==> config.mk <==
export PLATFORM = sky130hd
export DESIGN_NAME = ring_step_sched_flat
export DESIGN_NICKNAME = d
export VERILOG_FILES = /design/src/rtl/ring_step_sched_if.sv /design/src/rtl/ring_step_sched.sv /design/src/flat_wrapper.sv
export SDC_FILE = /design/constraint.sdc
export NUM_CORES = 1
export LEC_CHECK = 0
export BUFFER_PORTS_ARGS = -buffer_cell sky130_fd_sc_hd__buf_4
export CORE_MARGIN = 2
export CORE_UTILIZATION = 45
export DETAILED_ROUTE_END_ITERATION = 8
export GPL_ROUTABILITY_DRIVEN = 0
export PLACE_DENSITY = 0.74
export SYNTH_ARGS = -nofsm -noshare
export SYNTH_HDL_FRONTEND = slang
export SYNTH_SLANG_ARGS = --single-unit
==> constraint.sdc <==
create_clock -name clk -period 2 [get_ports clk]
set_input_delay 0.2 -clock clk [delete_from_list [all_inputs] [get_ports clk]]
set_output_delay 0.2 -clock clk [all_outputs]
set_load 0.05 [all_outputs]
==> src/rtl/ring_step_sched_if.sv <==
// rtl/ring_step_sched_if.sv - requester/consumer signal bundle for ring_step_sched
interface ring_step_sched_if #(
  parameter int CNT_W = 4
);
  logic             req_a;
  logic             ud_a;
  logic [CNT_W-1:0] cnt_a;
  logic             req_b;
  logic             ud_b;
  logic [CNT_W-1:0] cnt_b;
  logic [2:0]       div;
  logic             home;
  logic             gnt_a;
  logic             gnt_b;
  logic             busy;
  logic             step;
  logic             ud;
  logic [3:0]       q;
  logic             done;
  logic             done_id;

  modport master (
    output req_a, ud_a, cnt_a, req_b, ud_b, cnt_b, div, home,
    input  gnt_a, gnt_b, busy, step, ud, q, done, done_id
  );

  modport slave (
    input  req_a, ud_a, cnt_a, req_b, ud_b, cnt_b, div, home,
    output gnt_a, gnt_b, busy, step, ud, q, done, done_id
  );
endinterface

==> src/rtl/ring_step_sched.sv <==
// rtl/ring_step_sched.sv - round-robin scheduler sharing one one-hot ring stepper
// between two requesters, one step every P clocks.
module ring_step_sched #(
  parameter int CNT_W = 4
) (
  input  logic               clk,
  input  logic               clear_n,
  ring_step_sched_if.slave   bus
);

  typedef enum logic [1:0] {IDLE, RUN, DONE} state_t;

  state_t           state;
  logic [2:0]       period;
  logic [2:0]       div_cnt;
  logic [CNT_W-1:0] remaining;
  logic             owner;
  logic             last_owner;

  logic             take_a;
  logic             take_b;
  logic             sel_ud;
  logic [CNT_W-1:0] sel_cnt;

  // On a tie the requester that was not served last wins.
  assign take_a  = bus.req_a && (!bus.req_b || last_owner);
  assign take_b  = bus.req_b && !take_a;
  assign sel_ud  = take_a ? bus.ud_a  : bus.ud_b;
  assign sel_cnt = take_a ? bus.cnt_a : bus.cnt_b;

  always_ff @(posedge clk or negedge clear_n) begin
    if (!clear_n) begin
      state       <= IDLE;
      period      <= 3'd2;
      div_cnt     <= 3'd0;
      remaining   <= '0;
      owner       <= 1'b0;
      last_owner  <= 1'b1;
      bus.q       <= 4'b0001;
      bus.ud      <= 1'b1;
      bus.gnt_a   <= 1'b0;
      bus.gnt_b   <= 1'b0;
      bus.step    <= 1'b0;
      bus.done    <= 1'b0;
      bus.busy    <= 1'b0;
      bus.done_id <= 1'b0;
    end else begin
      bus.gnt_a <= 1'b0;
      bus.gnt_b <= 1'b0;
      bus.step  <= 1'b0;
      bus.done  <= 1'b0;

      case (state)
        IDLE: begin
          if (bus.home) begin
            bus.q <= 4'b0001;
          end
          if (take_a || take_b) begin
            owner      <= take_b;
            last_owner <= take_b;
            bus.ud     <= sel_ud;
            remaining  <= sel_cnt;
            period     <= (bus.div < 3'd2) ? 3'd2 : bus.div;
            div_cnt    <= 3'd0;
            bus.gnt_a  <= take_a;
            bus.gnt_b  <= take_b;
            bus.busy   <= 1'b1;
            if (sel_cnt == '0) begin
              state       <= DONE;
              bus.done    <= 1'b1;
              bus.done_id <= take_b;
            end else begin
              state <= RUN;
            end
          end
        end

        RUN: begin
          if (div_cnt == period - 3'd1) begin
            div_cnt   <= 3'd0;
            bus.step  <= 1'b1;
            remaining <= remaining - CNT_W'(1);
            bus.q     <= bus.ud ? {bus.q[2:0], bus.q[3]} : {bus.q[0], bus.q[3:1]};
            // The last step and the done pulse land in the same cycle.
            if (remaining == CNT_W'(1)) begin
              state       <= DONE;
              bus.done    <= 1'b1;
              bus.done_id <= owner;
            end
          end else begin
            div_cnt <= div_cnt + 3'd1;
          end
        end

        DONE: begin
          state    <= IDLE;
          bus.busy <= 1'b0;
        end

        default: begin
          state    <= IDLE;
          bus.busy <= 1'b0;
        end
      endcase
    end
  end

endmodule

==> src/flat_wrapper.sv <==
// flat-port wrapper written by rule: the top's interface ports become plain ports
module ring_step_sched_flat 
#(
  parameter int CNT_W = 4
)
  (clk, clear_n, bus_req_a, bus_ud_a, bus_cnt_a, bus_req_b, bus_ud_b, bus_cnt_b, bus_div, bus_home, bus_gnt_a, bus_gnt_b, bus_busy, bus_step, bus_ud, bus_q, bus_done, bus_done_id);
  ring_step_sched_if #(.CNT_W(CNT_W)) bus_i ();
  input  logic clk;
  input  logic clear_n;
  input wire logic [$bits(bus_i.req_a)-1:0] bus_req_a;
  input wire logic [$bits(bus_i.ud_a)-1:0] bus_ud_a;
  input wire logic [$bits(bus_i.cnt_a)-1:0] bus_cnt_a;
  input wire logic [$bits(bus_i.req_b)-1:0] bus_req_b;
  input wire logic [$bits(bus_i.ud_b)-1:0] bus_ud_b;
  input wire logic [$bits(bus_i.cnt_b)-1:0] bus_cnt_b;
  input wire logic [$bits(bus_i.div)-1:0] bus_div;
  input wire logic [$bits(bus_i.home)-1:0] bus_home;
  output wire logic [$bits(bus_i.gnt_a)-1:0] bus_gnt_a;
  output wire logic [$bits(bus_i.gnt_b)-1:0] bus_gnt_b;
  output wire logic [$bits(bus_i.busy)-1:0] bus_busy;
  output wire logic [$bits(bus_i.step)-1:0] bus_step;
  output wire logic [$bits(bus_i.ud)-1:0] bus_ud;
  output wire logic [$bits(bus_i.q)-1:0] bus_q;
  output wire logic [$bits(bus_i.done)-1:0] bus_done;
  output wire logic [$bits(bus_i.done_id)-1:0] bus_done_id;
  assign bus_i.req_a = bus_req_a;
  assign bus_i.ud_a = bus_ud_a;
  assign bus_i.cnt_a = bus_cnt_a;
  assign bus_i.req_b = bus_req_b;
  assign bus_i.ud_b = bus_ud_b;
  assign bus_i.cnt_b = bus_cnt_b;
  assign bus_i.div = bus_div;
  assign bus_i.home = bus_home;
  assign bus_gnt_a = bus_i.gnt_a;
  assign bus_gnt_b = bus_i.gnt_b;
  assign bus_busy = bus_i.busy;
  assign bus_step = bus_i.step;
  assign bus_ud = bus_i.ud;
  assign bus_q = bus_i.q;
  assign bus_done = bus_i.done;
  assign bus_done_id = bus_i.done_id;
  ring_step_sched #(.CNT_W(CNT_W)) u_core (.clk(clk), .clear_n(clear_n), .bus(bus_i));
endmodule
==> metrics.cfg <==
[status]
outcome = finished, final reports clean

[cells_and_area]
nets = 190
fin_cells = 200
diodes = 0
drive_gt1_frac = 0.353
synthToLayoutAreaGrowth_pct = 24.7

[yosys]
synth_most_common_cell = dfrtp_1
ys_warn_count = 0
ys.flop_type = dfrtp_1
synth_xor_area_frac = 0.0356
synthAdderAreaFrac = 0.0365
synthMuxAreaShare = 0.0831
syn_inst = 130
syn_avg_cell_area_um2 = 10.5
synth-compound-area-share = 0.203
synth.top_cell.area_share = 0.384
synth_area_um2 = 1370
syn_nets = 152
synthTopCellsByCount = dfrtp_1 (21), nand2_1 (13), o21ai_0 (10)
synth_top_family_by_area = compound AO/OA/AOI/OAI gates
synthSimpleGateAreaFrac = 0.132
yosysSeqAreaShare = 0.460
synth_area_leaders = dfrtp_1 (38%), dfstp_2 (7.7%), ha_1 (3.7%)
synth_edf_count = 0
yosys.cell_types.count = 43
synth_area_leader_cell = dfrtp_1
synth_seq_cells = 25
synthArstFlopShare = 1.00

[global_routing]
antenna_found_initial = 0
grt_first_pass_wirelength_mm = 5.12
gr-total-overflow = 0
grt_pass1_vias = 1122
grt_max_degree = 26
grt.total_usage = 0.195

[placed_design]
hpwl_mm = 2.32
placedCellCount = 194
post-place-ws_ps = -30.5
io_buffer_count = 28

[floorplan]
die_h_um = 59.2
placementRows = 20
coreArea_um2 = 2980
die_area_um2 = 3500
ioPinCount = 29
start_util = 0.460
die_x_um = 59.2

[power_and_ir_drop]
vdd_ir_drop_max_mv = 0.610
leakagePower_nw = 0.824
power_mw = 2.76
p_per_area_nw_per_um2 = 1620

[worst_setup_path]
start_kind = register
crit_required_ps = 2230
cp-end-kind = register
path_max_fanout = 5
path_cells = inv_1, ha_1, xor2_2, nand3_4, nor2_4, a22o_4, mux2_4
crit_path_top_delay_cell = dfstp_2
rrSetupSlack_ps = 100
crit_type = reg2reg
r2r_start = u_core.period[1]
worstRegToRegCells = 7
crit_family = flip-flops
cp_slowest_stage_delay_ps = 540
r2r_end = u_core.bus.done_id
cp.arrival_ps = 2130
cp_num_buf_inv = 1

[sta]
min_period_ps = 1900
whs_ps = 66.1
hold_viol_final = 0
finalSetupViolations = 0
setup_slack_ps = 98.2
rsz0062_at_grt = no
finalMaxSlewViolations = 0
fin_crit_sh = 0.951
fin_tns_setup_ps = 0
skew_ps = 4.17
fmax_mhz = 526
slew_headroom = 0.658
worst_pin_slew_ps = 513

[detailed_routing]
drt_wl_total_mm = 3.02
wl_per_cell_um = 15.1
dr.pass1.iters = 4
viasPerCell = 5.68
drc = 0
ant_nets = 0
drtIter0Drc = 33
vias = 1135

[clock_tree]
clk_path_buf_depth = 2
clkLatencyLatePin_ps = 330
cts_sinks = 25
cts_tree = done
clkSlewWorstSetupHoldPaths_ps = 140
numCtsBuffers = 3
root_buffer = clkbuf_4
h-tree-depth = 1

[min_path]
whs_path_depth = 2
min-delay-start = bus_req_a
min_to = u_core.last_owner
hp-class = in2reg

[flow_run]
cap_violations = 0

==> metal layers <==
layer,up-vias,track usage,part of all wire
met5,-,0,0
met4,0,0.0877,0.021
met3,5,0.0262,0.030
met2,25,0.344,0.53
met1,559,0.236,0.42
li1,546,-,-
==> cells in the final DEF, fill, tap and decap left out, drive strengths merged, types with 3 or more instances in the layout <==
cell type / n
clkbuf: 3
ha: 4
buf: 37
mux2: 5
nand3: 7
inv: 8
a21oi: 7
nand2: 13
mux2i: 5
a22o: 3
o21ai: 14
o311ai: 3
dfrtp: 21
dfstp: 4
xor2: 3
nor2: 4
==> what timing repair did <==
action | CTS | global route
resized for setup | 2 | 1
hold buffers | 1 | 0
setup buffers | 0 | 1
pin swaps | 1 | 1
endpoints found under the hold margin | 21 | 0
setup endpoints to repair | 1 | 1
==> worst max-delay path by stage <==
stage                     depth (start not counted)        startpoint                  end
after floorplan                                   8  u_core.period[1]  u_core.remaining[0]
after global placement                            7  u_core.period[1]   u_core.bus.done_id
after detailed placement                          7  u_core.period[1]   u_core.bus.done_id
after CTS                                         7  u_core.period[1]   u_core.bus.done_id
after global routing                              7  u_core.period[1]   u_core.bus.done_id
final                                             7  u_core.period[1]   u_core.bus.done_id
==> where the power goes <==
group,total [mW],switching (mW),internal [mW]
sequential,0.926,0.192,0.733
combinational,1.61,0.915,0.691
clock,0.232,0.157,0.0752
total,2.76,1.26,1.50
==> logic make-up (layout without fill, tap and decap cells) <==
logic type	after synthesis	count (layout)
muxes	10	10
adders and majority gates	4	4
and+or+nand+nor	36	36
AOI/OAI and AO/OA	38	38
xor gates and xnor gates	4	4
DFF	25	25
buffers and inverters	13	50
==> stage by stage <==
stage,cell area (um2),utilization
2_1_floorplan,1370,-
6_report,1710,0.574
3_3_place_gp,1640,0.552
5_1_grt,1710,0.574
4_1_cts,1700,0.570
3_5_place_dp,1640,0.552
==> registers in the layout (all words and copies together), names as in the netlist <==
signal and cells:
u_core.bus.gnt_a 1, u_core.bus.gnt_b 1, u_core.bus.q 4, u_core.bus.step 1
u_core.last_owner 1, u_core.div_cnt 3, u_core.remaining 4, u_core.state 2
u_core.bus.done_id 1, u_core.period 3, u_core.bus.busy 1, u_core.bus.ud 1
u_core.bus.done 1, u_core.owner 1
==> final cells by class <==
| type | count | area, um2 |
|---|---|---|
| well taps | 33 | 41.3 |
| repair buffers | 38 | 288 |
| multi-input cells | 92 | 692 |
| inverters | 8 | 30.0 |
| clock buffers | 3 | 22.5 |
| clock inverters | 1 | 5.00 |
| fillers | 252 | 1270 |
| flip-flops and latches | 25 | 631 |
Power figures use the tool's default switching activity.
